`config.mk`:
```
export PLATFORM = sky130hd
export DESIGN_NAME = calc_sequencer_flat
export DESIGN_NICKNAME = d
export VERILOG_FILES = /design/src/rtl/calc_pkg.sv /design/src/rtl/calc_if.sv /design/src/rtl/calc_muldiv.sv /design/src/rtl/calc_sequencer.sv /design/src/flat_wrapper.sv
export SDC_FILE = /design/constraint.sdc
export NUM_CORES = 1
export LEC_CHECK = 0
export ABC_AREA = 0
export CAP_MARGIN = 5
export CORE_MARGIN = 2
export CORE_UTILIZATION = 55
export DETAILED_ROUTE_END_ITERATION = 16
export HOLD_SLACK_MARGIN = 0.05
export PLACE_DENSITY = 0.78
export SYNTH_ARGS = -nofsm -noshare
export SYNTH_HDL_FRONTEND = slang
export SYNTH_HIERARCHICAL = 1
export SYNTH_SLANG_ARGS = --single-unit
export TNS_END_PERCENT = 5
```
`constraint.sdc`:
```
create_clock -name clk -period 2.8 [get_ports clk]
set_input_delay 0.7 -clock clk [delete_from_list [all_inputs] [get_ports clk]]
set_output_delay 0.7 -clock clk [all_outputs]
set_load 0.01 [all_outputs]
```
`src/rtl/calc_pkg.sv`:
```
`default_nettype none
// =============================================================================
// calc_pkg : shared types and constants for the calculator sequencer
// Revision : 1.0
// =============================================================================
package calc_pkg;

    localparam int CALC_WIDTH = 8;

    typedef enum logic [2:0] {
        OP_ADD  = 3'd0,
        OP_SUB  = 3'd1,
        OP_AND  = 3'd2,
        OP_OR   = 3'd3,
        OP_XOR  = 3'd4,
        OP_MUL  = 3'd5,
        OP_DIV  = 3'd6,
        OP_RSVD = 3'd7
    } calc_op_t;

    typedef enum logic [2:0] {
        ST_IDLE   = 3'd0,
        ST_GET_B  = 3'd1,
        ST_GET_OP = 3'd2,
        ST_EXEC   = 3'd3,
        ST_DONE   = 3'd4
    } calc_state_t;

    // Build-time switch for the iterative divider (CALC_DIV_EN).
    function automatic logic div_enabled();
`ifdef CALC_DIV_EN
        return 1'b1;
`else
        return 1'b0;
`endif
    endfunction

endpackage
`default_nettype wire

```
`src/rtl/calc_if.sv`:
```
`default_nettype none
// =============================================================================
// calc_if : operand-entry handshake and result bus of the calculator sequencer
// Revision : 1.0
// =============================================================================
interface calc_if #(
    parameter int WIDTH = 8
) ();
    logic [WIDTH-1:0] din;
    logic             din_valid;
    logic             din_ready;
    logic [WIDTH-1:0] res_lo;
    logic [WIDTH-1:0] res_hi;
    logic             res_valid;
    logic             err;
    logic             busy;

    modport master (
        output din, din_valid,
        input  din_ready, res_lo, res_hi, res_valid, err, busy
    );

    modport slave (
        input  din, din_valid,
        output din_ready, res_lo, res_hi, res_valid, err, busy
    );
endinterface
`default_nettype wire

```
`src/rtl/calc_muldiv.sv`:
```
`default_nettype none
// =============================================================================
// calc_muldiv : iterative shift-add multiplier / restoring divider, one bit
//               per enabled cycle. Divider present only with CALC_DIV_EN.
// Revision    : 1.0
// =============================================================================
module calc_muldiv
    import calc_pkg::*;
#(
    parameter int WIDTH = CALC_WIDTH
) (
    input  logic             clk,
    input  logic             rst_n,
    input  logic             ena,
    input  logic             start,
    input  logic             is_div,
    input  logic [WIDTH-1:0] a,
    input  logic [WIDTH-1:0] b,
    output logic             done,
    output logic [WIDTH-1:0] lo,
    output logic [WIDTH-1:0] hi
);
    localparam int CW = $clog2(WIDTH + 1);

    logic [WIDTH-1:0] lo_q, lo_d;
    logic [WIDTH-1:0] hi_q, hi_d;
    logic [WIDTH-1:0] b_q, b_d;
    logic [CW-1:0]    cnt_q, cnt_d;
    logic             done_q, done_d;
    logic             load;
    logic [WIDTH:0]   mul_sum;

`ifdef CALC_DIV_EN
    logic             is_div_q, is_div_d;
    logic [WIDTH:0]   div_shift;

    assign load = start;
`else
    // Without the divider a divide request must never start the engine.
    assign load = start && !is_div;
`endif

    always_comb begin
        lo_d    = lo_q;
        hi_d    = hi_q;
        b_d     = b_q;
        cnt_d   = cnt_q;
        done_d  = done_q;
        mul_sum = {1'b0, hi_q} + (lo_q[0] ? {1'b0, b_q} : {(WIDTH+1){1'b0}});
`ifdef CALC_DIV_EN
        is_div_d  = is_div_q;
        div_shift = {hi_q, lo_q[WIDTH-1]};
`endif
        if (ena) begin
            done_d = 1'b0;
            if (load) begin
                lo_d  = a;
                hi_d  = '0;
                b_d   = b;
                cnt_d = CW'(WIDTH);
`ifdef CALC_DIV_EN
                is_div_d = is_div;
`endif
            end else if (cnt_q != '0) begin
                cnt_d  = cnt_q - CW'(1);
                done_d = (cnt_q == CW'(1));
`ifdef CALC_DIV_EN
                if (is_div_q) begin
                    // Remainder lives in hi, quotient shifts into lo.
                    if (div_shift >= {1'b0, b_q}) begin
                        hi_d = div_shift[WIDTH-1:0] - b_q;
                        lo_d = {lo_q[WIDTH-2:0], 1'b1};
                    end else begin
                        hi_d = div_shift[WIDTH-1:0];
                        lo_d = {lo_q[WIDTH-2:0], 1'b0};
                    end
                end else
`endif
                begin
                    hi_d = mul_sum[WIDTH:1];
                    lo_d = {mul_sum[0], lo_q[WIDTH-1:1]};
                end
            end
        end
    end

    always_ff @(posedge clk or negedge rst_n) begin
        if (!rst_n) begin
            lo_q     <= '0;
            hi_q     <= '0;
            b_q      <= '0;
            cnt_q    <= '0;
            done_q   <= 1'b0;
`ifdef CALC_DIV_EN
            is_div_q <= 1'b0;
`endif
        end else begin
            lo_q     <= lo_d;
            hi_q     <= hi_d;
            b_q      <= b_d;
            cnt_q    <= cnt_d;
            done_q   <= done_d;
`ifdef CALC_DIV_EN
            is_div_q <= is_div_d;
`endif
        end
    end

    assign done = done_q;
    assign lo   = lo_q;
    assign hi   = hi_q;

endmodule
`default_nettype wire

```
`src/rtl/calc_sequencer.sv`:
```
`default_nettype none
// =============================================================================
// calc_sequencer : operand/opcode entry FSM, single-cycle ALU and result
//                  registers. Divide support selected by CALC_DIV_EN.
// Revision       : 1.0
// =============================================================================
module calc_sequencer
    import calc_pkg::*;
#(
    parameter int WIDTH = CALC_WIDTH
) (
    input  logic  clk,
    input  logic  rst_n,
    input  logic  ena,
    calc_if.slave bus
);
    calc_state_t      state_q, state_d;
    logic [WIDTH-1:0] a_q, a_d;
    logic [WIDTH-1:0] b_q, b_d;
    calc_op_t         op_q, op_d;
    logic [WIDTH-1:0] res_lo_q, res_lo_d;
    logic [WIDTH-1:0] res_hi_q, res_hi_d;
    logic             res_valid_q, res_valid_d;
    logic             err_q, err_d;

    logic             din_ready;
    logic             xfer;
    calc_op_t         din_op;
    logic             eng_start;
    logic             eng_done;
    logic [WIDTH-1:0] eng_lo, eng_hi;
    logic [WIDTH-1:0] alu_lo, alu_hi;
    logic             alu_err;
    logic [WIDTH:0]   add_full, sub_full;

    // Division by zero never enters the engine; it resolves on the ALU path.
    function automatic logic needs_engine(calc_op_t op, logic [WIDTH-1:0] divisor);
        return (op == OP_MUL) || (div_enabled() && op == OP_DIV && divisor != '0);
    endfunction

    assign din_ready = ena && (state_q != ST_EXEC);
    assign xfer      = bus.din_valid && din_ready;
    assign din_op    = calc_op_t'(bus.din[2:0]);
    assign eng_start = xfer && (state_q == ST_GET_OP) && needs_engine(din_op, b_q);

    calc_muldiv #(
        .WIDTH (WIDTH)
    ) u_muldiv (
        .clk    (clk),
        .rst_n  (rst_n),
        .ena    (ena),
        .start  (eng_start),
        .is_div (din_op == OP_DIV),
        .a      (a_q),
        .b      (b_q),
        .done   (eng_done),
        .lo     (eng_lo),
        .hi     (eng_hi)
    );

    always_comb begin
        add_full = {1'b0, a_q} + {1'b0, b_q};
        sub_full = {1'b0, a_q} - {1'b0, b_q};
        alu_lo   = '0;
        alu_hi   = '0;
        alu_err  = 1'b0;
        case (op_q)
            OP_ADD: begin
                alu_lo = add_full[WIDTH-1:0];
                alu_hi = {{(WIDTH-1){1'b0}}, add_full[WIDTH]};
            end
            OP_SUB: begin
                alu_lo = sub_full[WIDTH-1:0];
                alu_hi = {{(WIDTH-1){1'b0}}, sub_full[WIDTH]};
            end
            OP_AND: alu_lo = a_q & b_q;
            OP_OR:  alu_lo = a_q | b_q;
            OP_XOR: alu_lo = a_q ^ b_q;
            OP_MUL: alu_lo = '0;
`ifdef CALC_DIV_EN
            OP_DIV: begin
                alu_err = 1'b1;
                alu_lo  = '1;
                alu_hi  = a_q;
            end
`endif
            default: alu_err = 1'b1;
        endcase
    end

    always_comb begin
        state_d     = state_q;
        a_d         = a_q;
        b_d         = b_q;
        op_d        = op_q;
        res_lo_d    = res_lo_q;
        res_hi_d    = res_hi_q;
        res_valid_d = res_valid_q;
        err_d       = err_q;
        case (state_q)
            ST_IDLE: begin
                if (xfer) begin
                    a_d     = bus.din;
                    state_d = ST_GET_B;
                end
            end
            ST_GET_B: begin
                if (xfer) begin
                    b_d     = bus.din;
                    state_d = ST_GET_OP;
                end
            end
            ST_GET_OP: begin
                if (xfer) begin
                    op_d    = din_op;
                    state_d = ST_EXEC;
                end
            end
            ST_EXEC: begin
                if (ena) begin
                    if (needs_engine(op_q, b_q)) begin
                        if (eng_done) begin
                            res_lo_d    = eng_lo;
                            res_hi_d    = eng_hi;
                            err_d       = 1'b0;
                            res_valid_d = 1'b1;
                            state_d     = ST_DONE;
                        end
                    end else begin
                        res_lo_d    = alu_lo;
                        res_hi_d    = alu_hi;
                        err_d       = alu_err;
                        res_valid_d = 1'b1;
                        state_d     = ST_DONE;
                    end
                end
            end
            ST_DONE: begin
                // Result words stay visible until the next result overwrites them.
                if (xfer) begin
                    a_d         = bus.din;
                    res_valid_d = 1'b0;
                    err_d       = 1'b0;
                    state_d     = ST_GET_B;
                end
            end
            default: state_d = ST_IDLE;
        endcase
    end

    always_ff @(posedge clk or negedge rst_n) begin
        if (!rst_n) begin
            state_q     <= ST_IDLE;
            a_q         <= '0;
            b_q         <= '0;
            op_q        <= OP_ADD;
            res_lo_q    <= '0;
            res_hi_q    <= '0;
            res_valid_q <= 1'b0;
            err_q       <= 1'b0;
        end else begin
            state_q     <= state_d;
            a_q         <= a_d;
            b_q         <= b_d;
            op_q        <= op_d;
            res_lo_q    <= res_lo_d;
            res_hi_q    <= res_hi_d;
            res_valid_q <= res_valid_d;
            err_q       <= err_d;
        end
    end

    assign bus.din_ready = din_ready;
    assign bus.res_lo    = res_lo_q;
    assign bus.res_hi    = res_hi_q;
    assign bus.res_valid = res_valid_q;
    assign bus.err       = err_q;
    assign bus.busy      = (state_q == ST_EXEC);

endmodule
`default_nettype wire

```
`src/flat_wrapper.sv`:
```
// flat-port wrapper written by rule: the top's interface ports become plain ports
module calc_sequencer_flat import calc_pkg::*;
#(
    parameter int WIDTH = CALC_WIDTH
)
  (clk, rst_n, ena, bus_din, bus_din_valid, bus_din_ready, bus_res_lo, bus_res_hi, bus_res_valid, bus_err, bus_busy);
  calc_if #(.WIDTH(WIDTH)) bus_i ();
  input  logic clk;
  input  logic rst_n;
  input  logic ena;
  input wire logic [$bits(bus_i.din)-1:0] bus_din;
  input wire logic [$bits(bus_i.din_valid)-1:0] bus_din_valid;
  output wire logic [$bits(bus_i.din_ready)-1:0] bus_din_ready;
  output wire logic [$bits(bus_i.res_lo)-1:0] bus_res_lo;
  output wire logic [$bits(bus_i.res_hi)-1:0] bus_res_hi;
  output wire logic [$bits(bus_i.res_valid)-1:0] bus_res_valid;
  output wire logic [$bits(bus_i.err)-1:0] bus_err;
  output wire logic [$bits(bus_i.busy)-1:0] bus_busy;
  assign bus_i.din = bus_din;
  assign bus_i.din_valid = bus_din_valid;
  assign bus_din_ready = bus_i.din_ready;
  assign bus_res_lo = bus_i.res_lo;
  assign bus_res_hi = bus_i.res_hi;
  assign bus_res_valid = bus_i.res_valid;
  assign bus_err = bus_i.err;
  assign bus_busy = bus_i.busy;
  calc_sequencer #(.WIDTH(WIDTH)) u_core (.clk(clk), .rst_n(rst_n), .ena(ena), .bus(bus_i));
endmodule
```
==> run metrics, run 1 <==
CORE AREA=roughly 8000 um^2; Worst Path Arrival=just under 3000 ps; Syn Inst Count=slightly below 500; Peak Freq=approximately 0.37 GHz; Post-synth EDFFs=0; Setup Viol. Count Final=0; Synth top area share=0.381; CTS tree=built; synth warn=6; Routability Congestion=around 0.9; Synth Cell Area=4530 um^2; vias in the first global route=approximately 3700; Max Root-Sink Buffers=2; critical path's slowest cell=clkdlybuf4s50_1; CP top delay family=simple AND/OR/NAND/NOR gates; hpwl dp=just over 8 mm; distinct cell type count after synthesis=68; TritonCTS Buffers=9; antenna violations before repair=0; CTS H-tree lvls=3; Slew HR=0.459; DP Cell Count=624; # IOs=32; Crit. Startpoint=bus_din_valid; Crit path required time=~3000 ps; placed cell areas=roughly 5000 um^2; FF+latch count, synth=slightly below 70; worst r2r src=u_core/u_muldiv/lo[0]; Clk Latency, worst-skew pair=350 ps; full die area=roughly 9000 um^2; area growth from synthesis to layout=14.3%; GRT Residual Overflow=0; fraction of layout cells with a size suffix above 1=0.107; min-delay worst type=primary input to async pin; Port Buf Inserts=31; first-pass detailed-route iteration total=5; post-synthesis area per instance=roughly 9.1 um^2; syn_nets=548; worst-path maximum fanout=8; Pwr Density=1090 nW/um^2; final setup skew=approximately 9.3 ps; critical path startpoint category=primary input; Synth area leaders=dfrtp_1 38%, ha_1 9.9%, nand2_1 6.3%; reg-to-reg slack, setup=between 300 and 400 ps; slowest stage delay, CP=between 400 and 500 ps; initial core utilization=0.560; Total Routed Length=around 11 mm; Final nets=slightly below 600; WL/cell=about 17 um; largest vdd supply drop=between 0.0007 and 0.0008 V; drt drc=0; CTS sink cnt=69; largest net degree at the start of global routing=46; post-layout minimum cycle time=between 2000 and 3000 ps; via density per instance=between 6 and 7; crit path capture type=flip-flop; FF-to-FF path depth=8; Synth Flop Type=dfrtp_1; post-route setup slack=83.3 ps; sequential area share after synthesis=0.381; final period utilization=0.970; fin cells=between 600 and 700; vias=about 3800; Setup Crit Path Kind=primary input to flip-flop; Worst Tran Pin Value=812 ps; RSZ-0062 raised after global routing=no; cell area after layout=about 5200 um^2; crit path cell chain=clkdlybuf4s50_1 > nand2_1 > or4b_1 > nor3_1 > nor2b_1 > buf_4 > nand2_1 > mux2_2; Synth area leader=dfrtp_1; final hold vios=0; DP Worst Slack=-250 ps; Max-cap violations=0; std cell rows=33; Initial DRC Count=between 200 and 300; # diodes=0; global-route wire length before repair=approximately 18 mm; gr usage total=0.267; width of the die=94.8 um; antenna-violating nets left=0; setup TNS=0 ps; clk slew on worst S/H paths=70 ps; WP buf/inv=2; Synth async-reset ratio=1.00; Max Slew Vio Count=0; Final Total Pwr=approximately 5.7 mW; CTS root buffer=clkbuf_8; CP dominant cell by count=nand2_1; DIE HEIGHT=94.8 um; Worst R2R End=u_core/u_muldiv/hi[7]; Leak=about 2.3 nW; status=complete, no violations
==> worst max-delay path by stage <==
stage	end	cells past startpoint	slack, ps
floorplan	u_core/u_muldiv/lo[3]	8	310
global placement	u_core/u_muldiv/b_q[5]	8	-140
detailed placement	u_core/u_muldiv/b_q[3]	8	-250
CTS	u_core/u_muldiv/b_q[1]	8	110
global route	u_core/u_muldiv/b_q[1]	8	10
finish	u_core/u_muldiv/b_q[2]	8	80
==> final cells by class <==
| class | count | area [um^2] |
|---|---|---|
| Multi-Input combinational cell | 374 | 2560 |
| Timing Repair Buffer | 48 | 457 |
| Sequential cell | 69 | 1730 |
| Fill cell | 714 | 2910 |
| Tap cell | 105 | 131 |
| Clock inverter | 3 | 43.8 |
| Inverter | 28 | 105 |
| Clock buffer | 13 | 159 |
==> repair_timing <==
action	CTS	global route
gates resized for setup	1	0
endpoints found under the setup margin	1	0
hold buffers	0	0
setup buffers	0	0
endpoints found under the hold margin	0	0
==> where the power goes <==
group | internal (mW) | switching (mW) | total, mW
Combinational | 1.31 | 1.69 | 2.99
Clock | 0.461 | 0.384 | 0.846
Sequential | 1.33 | 0.480 | 1.81
==> cells by family (layout without fill, tap and decap cells) <==
logic type                 count (synthesis)  after routing  share of synthesized area
AOI/OAI and AO/OA                        136            136                      0.197
and+or+nand+nor                          167            167                      0.183
xor gates and xnor gates                   9              9                     0.0174
buffers and inverters                     54             92                     0.0549
muxes                                     23             23                     0.0544
adders and majority gates                 39             39                      0.113
DFF                                       69             69                      0.381
==> state kept, by name, indices dropped and copies added (netlist names) <==
| signal | cells |
|---|---|
| u_core/state_q | 3 |
| u_core/u_muldiv/lo | 8 |
| u_core/u_muldiv/cnt_q | 4 |
| u_core/b_q | 8 |
| u_core/op_q | 3 |
| u_core/bus.res_valid | 1 |
| u_core/bus.err | 1 |
| u_core/a_q | 8 |
| u_core/bus.res_lo | 8 |
| u_core/bus.res_hi | 8 |
| u_core/u_muldiv/hi | 8 |
| u_core/u_muldiv/b_q | 8 |
| u_core/u_muldiv/done | 1 |
==> per-stage QoR <==
stage,hold WS [ps],utilization
CTS,353,0.640
global placement,460,0.615
detailed placement,469,0.615
finish,343,0.640
floorplan,404,-
global route,380,0.640
==> per-layer routing <==
metal  part of all wire  track usage  up-vias
li1                   -            -     1834
met5                  0            0        -
met4              0.019       0.0894        0
met2               0.48        0.436      107
met3              0.047       0.0583       21
met1               0.46        0.354     1883
==> placed cells by master (no fill, tap or decap), types with 8 or more instances in the layout <==
master | Yosys | layout
and2_1 | 8 | 8
nor2_1 | 24 | 24
nor3_1 | 8 | 8
a211oi_1 | 8 | 8
nor2b_1 | 8 | 8
clkdlybuf4s50_1 | 0 | 29
nand2_1 | 76 | 76
buf_4 | 1 | 15
ha_1 | 36 | 36
o21ai_1 | 15 | 15
mux2_2 | 10 | 10
clkbuf_8 | 0 | 11
mux2i_1 | 10 | 10
o21ai_0 | 40 | 40
inv_1 | 27 | 27
dfrtp_1 | 69 | 69
a21oi_1 | 21 | 21
==> Yosys cell counts, drive strengths merged, types with 6 or more instances <==
cell type / instances
dfrtp: 69
buf: 16
nor2b: 8
mux2: 13
a211oi: 8
mux2i: 10
clkbuf: 10
nand2: 76
a21oi: 21
o21ai: 55
nand2b: 6
xnor2: 6
nand3: 7
ha: 36
o211ai: 7
nor2: 24
and2: 8
a221oi: 6
nor3: 12
inv: 28
Power figures use the tool's default switching activity.
==> run 2, diff against run 1 <==
CORE_UTILIZATION = 40   (was 55)
PLACE_DENSITY = 0.62   (was 0.78)
==> run 2 against run 1 <==
  * First-iteration DRC count is 25% lower
  * Count of clock-buffer cells in the layout is 1 lower
  * Critical path depth is 4 lower
  * Global-route usage is 7.7 points lower
  * Cell area is 3.2% higher
  * Sequential share of layout area is 1.0 points lower
  * Register-to-register slack better by 40 ps
==> run metrics, run 2 (same netlist as run 1, synthesis figures left out) <==
status=complete, no violations; vias=3738 (-2.8%); Met2 Wirelength=5.04 mm (-5.0%); Max Root-Sink Buffers=2 (unchanged); Leak=2.38 nW (+2.2%); WL met3=473 um (-9.7%); critical path startpoint category=primary input; CTS sink cnt=69 (unchanged); Clock power frac=0.198 (+0.048); Pint=3.39 mW (+9.4%); cell area after layout=5350 um^2 (+3.2%); antenna violations before repair=0 (unchanged); most frequent cells in the layout=75 x nand2_1, 69 x dfrtp_1, 40 x o21ai_0; switching part of the total=0.433 (-0.0180); antenna-violating nets left=0 (unchanged); placed cell areas=5030 um^2 (+1.0%); width of the die=110 um (+17%); Flop pwr share=0.304 (-0.017); gr usage total=0.190 (-0.0772); std cell rows=38 (+15%); area growth from synthesis to layout=18.0%; global-route wire length before repair=18.8 mm (+1.8%); final period utilization=0.985 (+0.0145); largest vdd supply drop=0.000544 V (-23%); reg-to-reg slack, setup=380 ps (+40 ps); critical path's slowest cell=clkdlybuf4s50_1; final hold vios=0 (unchanged); CTS tree=built; slowest stage delay, CP=540 ps (+50 ps); crit path cell chain=clkdlybuf4s50_1 > buf_6 > nor2b_1 > clkdlybuf4s50_1; Logic pwr share=0.498 (-0.032); vias in the first global route=3693 (-1.2%); FF-to-FF path depth=8 (unchanged); CP top delay family=buffers and inverters; RSZ-0062 raised after global routing=no; Worst R2R End=u_core/u_muldiv/hi[7]; Port Buf Inserts=31 (unchanged); post-route setup slack=42.9 ps (-40.5 ps); hold_ws=382 ps (+39.3 ps); Routability Congestion=0.876 (-3.0%); WP buf/inv=3 (+1); largest net degree at the start of global routing=70 (+52%); WL/cell=16.4 um (-5.9%); M1 wire length=5.30 mm (+3.7%); CTS H-tree lvls=3 (unchanged); crit path capture type=output port; total setup buffers inserted after CTS=0 (unchanged); drt drc=0 (unchanged); Hold Buf Count CTS=0 (unchanged); Top Layer Used=met4; Peak Freq=0.363 GHz (-1.5%); full die area=12200 um^2 (+36%); worst-path maximum fanout=13 (+5); Slew HR=0.526 (+0.0669); # diodes=0 (unchanged); Final nets=582 (+0.17%); Crit. Startpoint=ena; Sw Pwr=2.59 mW (+1.7%); Setup Viol. Count Final=0 (unchanged); Pwr Density=1120 nW/um^2 (+2.6%); commonest non-fill, non-tap cell in the layout=nand2_1; CTS root buffer=clkbuf_16; final setup skew=8.45 ps (-0.841 ps); Setup Crit Path Kind=primary input to output port; GRT Residual Overflow=0 (unchanged); DIE HEIGHT=110 um (+17%); Final Util=0.489 (-0.151); Filler Cell Count=1026 (+44%); Crit path required time=2100 ps (-940 ps); hpwl dp=8.09 mm (-2.1%); Worst path depth=4 (-4); Worst Tran Pin Value=711 ps (-100 ps); crit path capture=bus_din_ready; CP dominant cell by count=clkdlybuf4s50_1; TritonCTS Buffers=9 (unchanged); DP Cell Count=660 (+5.8%); Worst Path Arrival=2060 ps (-890 ps); setup TNS=0 ps (unchanged); fraction of layout cells with a size suffix above 1=0.112 (+0.00540); min-delay worst type=primary input to async pin; Clk Latency, worst-skew pair=340 ps (about the same); worst r2r src=u_core/u_muldiv/lo[0]; Initial DRC Count=213 (-25%); CTS resizes=0 (-1); first-pass detailed-route iteration total=5 (unchanged); via density per instance=5.53 (-8.0%); fin cells=676 (+5.6%); DP Worst Slack=-276 ps (-26.2 ps); post-layout minimum cycle time=2760 ps (+40.5 ps); Total Routed Length=11.1 mm (-0.64%); Max Slew Vio Count=0 (unchanged); CORE AREA=10900 um^2 (+35%); initial core utilization=0.415 (-0.146); Final Total Pwr=5.98 mW (+5.9%); Max-cap violations=0 (unchanged); # IOs=32 (unchanged); clk slew on worst S/H paths=60 ps (about the same)
## run 2: cell count changes in the layout (fill, tap and decap cells not counted)
| cell | previous run | this run |
|---|---|---|
| nand2_2 | 0 | 1 |
| clkbuf_8 | 11 | 2 |
| dlygate4sd2_1 | 1 | 0 |
| clkbuf_1 | 2 | 1 |
| clkbuf_16 | 0 | 9 |
| nand2_1 | 76 | 75 |
| buf_6 | 0 | 1 |
| clkinvlp_4 | 0 | 1 |
| clkdlybuf4s50_1 | 29 | 30 |
| inv_6 | 0 | 1 |
| clkinv_2 | 1 | 0 |
## run 2: how the worst min path moves through the flow
| stage | cells past startpoint | endpoint | slack, ps | startpoint |
|---|---|---|---|---|
| 3_3_place_gp | 2 | u_core/bus.res_valid | 460 | u_core/bus.res_valid |
| 4_1_cts | 2 | u_core/u_muldiv/cnt_q[1] | 390 | rst_n |
| 5_1_grt | 2 | u_core/bus.err | 410 | rst_n |
| 2_1_floorplan | 0 | u_core/a_q[0] | 400 | rst_n |
| 3_5_place_dp | 2 | u_core/bus.res_hi[1] | 470 | u_core/bus.res_hi[1] |
| 6_report | 2 | u_core/bus.res_hi[1] | 380 | rst_n |
## run 2: cell type report
type / count / area, um^2 / share of cell area
clock inverter: 4 / 55.1 / 0.0103
clock buffer: 12 / 256 / 0.0480
timing repair buffer: 49 / 469 / 0.0877
tap: 140 / 175 / 0.0328
sequential: 69 / 1730 / 0.323
multi-input combinational: 374 / 2560 / 0.479
inverter: 28 / 105 / 0.0197
## run 2: power groups by stage
stage          clock network (mW)  registers [mW]  logic, mW
2_1_floorplan                   0            1.61       2.29
3_3_place_gp                    0            1.81       2.87
3_5_place_dp                    0            1.83       2.94
4_1_cts                      1.21            1.82       2.96
5_1_grt                      1.26            1.89       3.30
6_report                     1.18            1.82       2.98
## run 2: routing by layer
metal,GRT usage,vias to the layer above
li1,-,1833
met1,0.258,1781
met2,0.297,105
met3,0.0390,19
met4,0.0767,0
met5,0,-
## run 2: worst register-to-register path, cell delays in order (launching register included)
cell	delay, ps
dfrtp_1	460
and2_1	180
ha_1	240
fa_1	430
a211oi_1	290
o21ai_0	190
and3_1	230
o21ai_0	170
a21oi_1	90
==> run 3, diff against run 2 <==
ABC_CLOCK_PERIOD_IN_PS = 2800   (was unset)
GPL_ROUTABILITY_DRIVEN = 0   (was unset)
==> results of run 3 <==
Same layout as run 2: the final DEF is identical, and so are final timing and power.
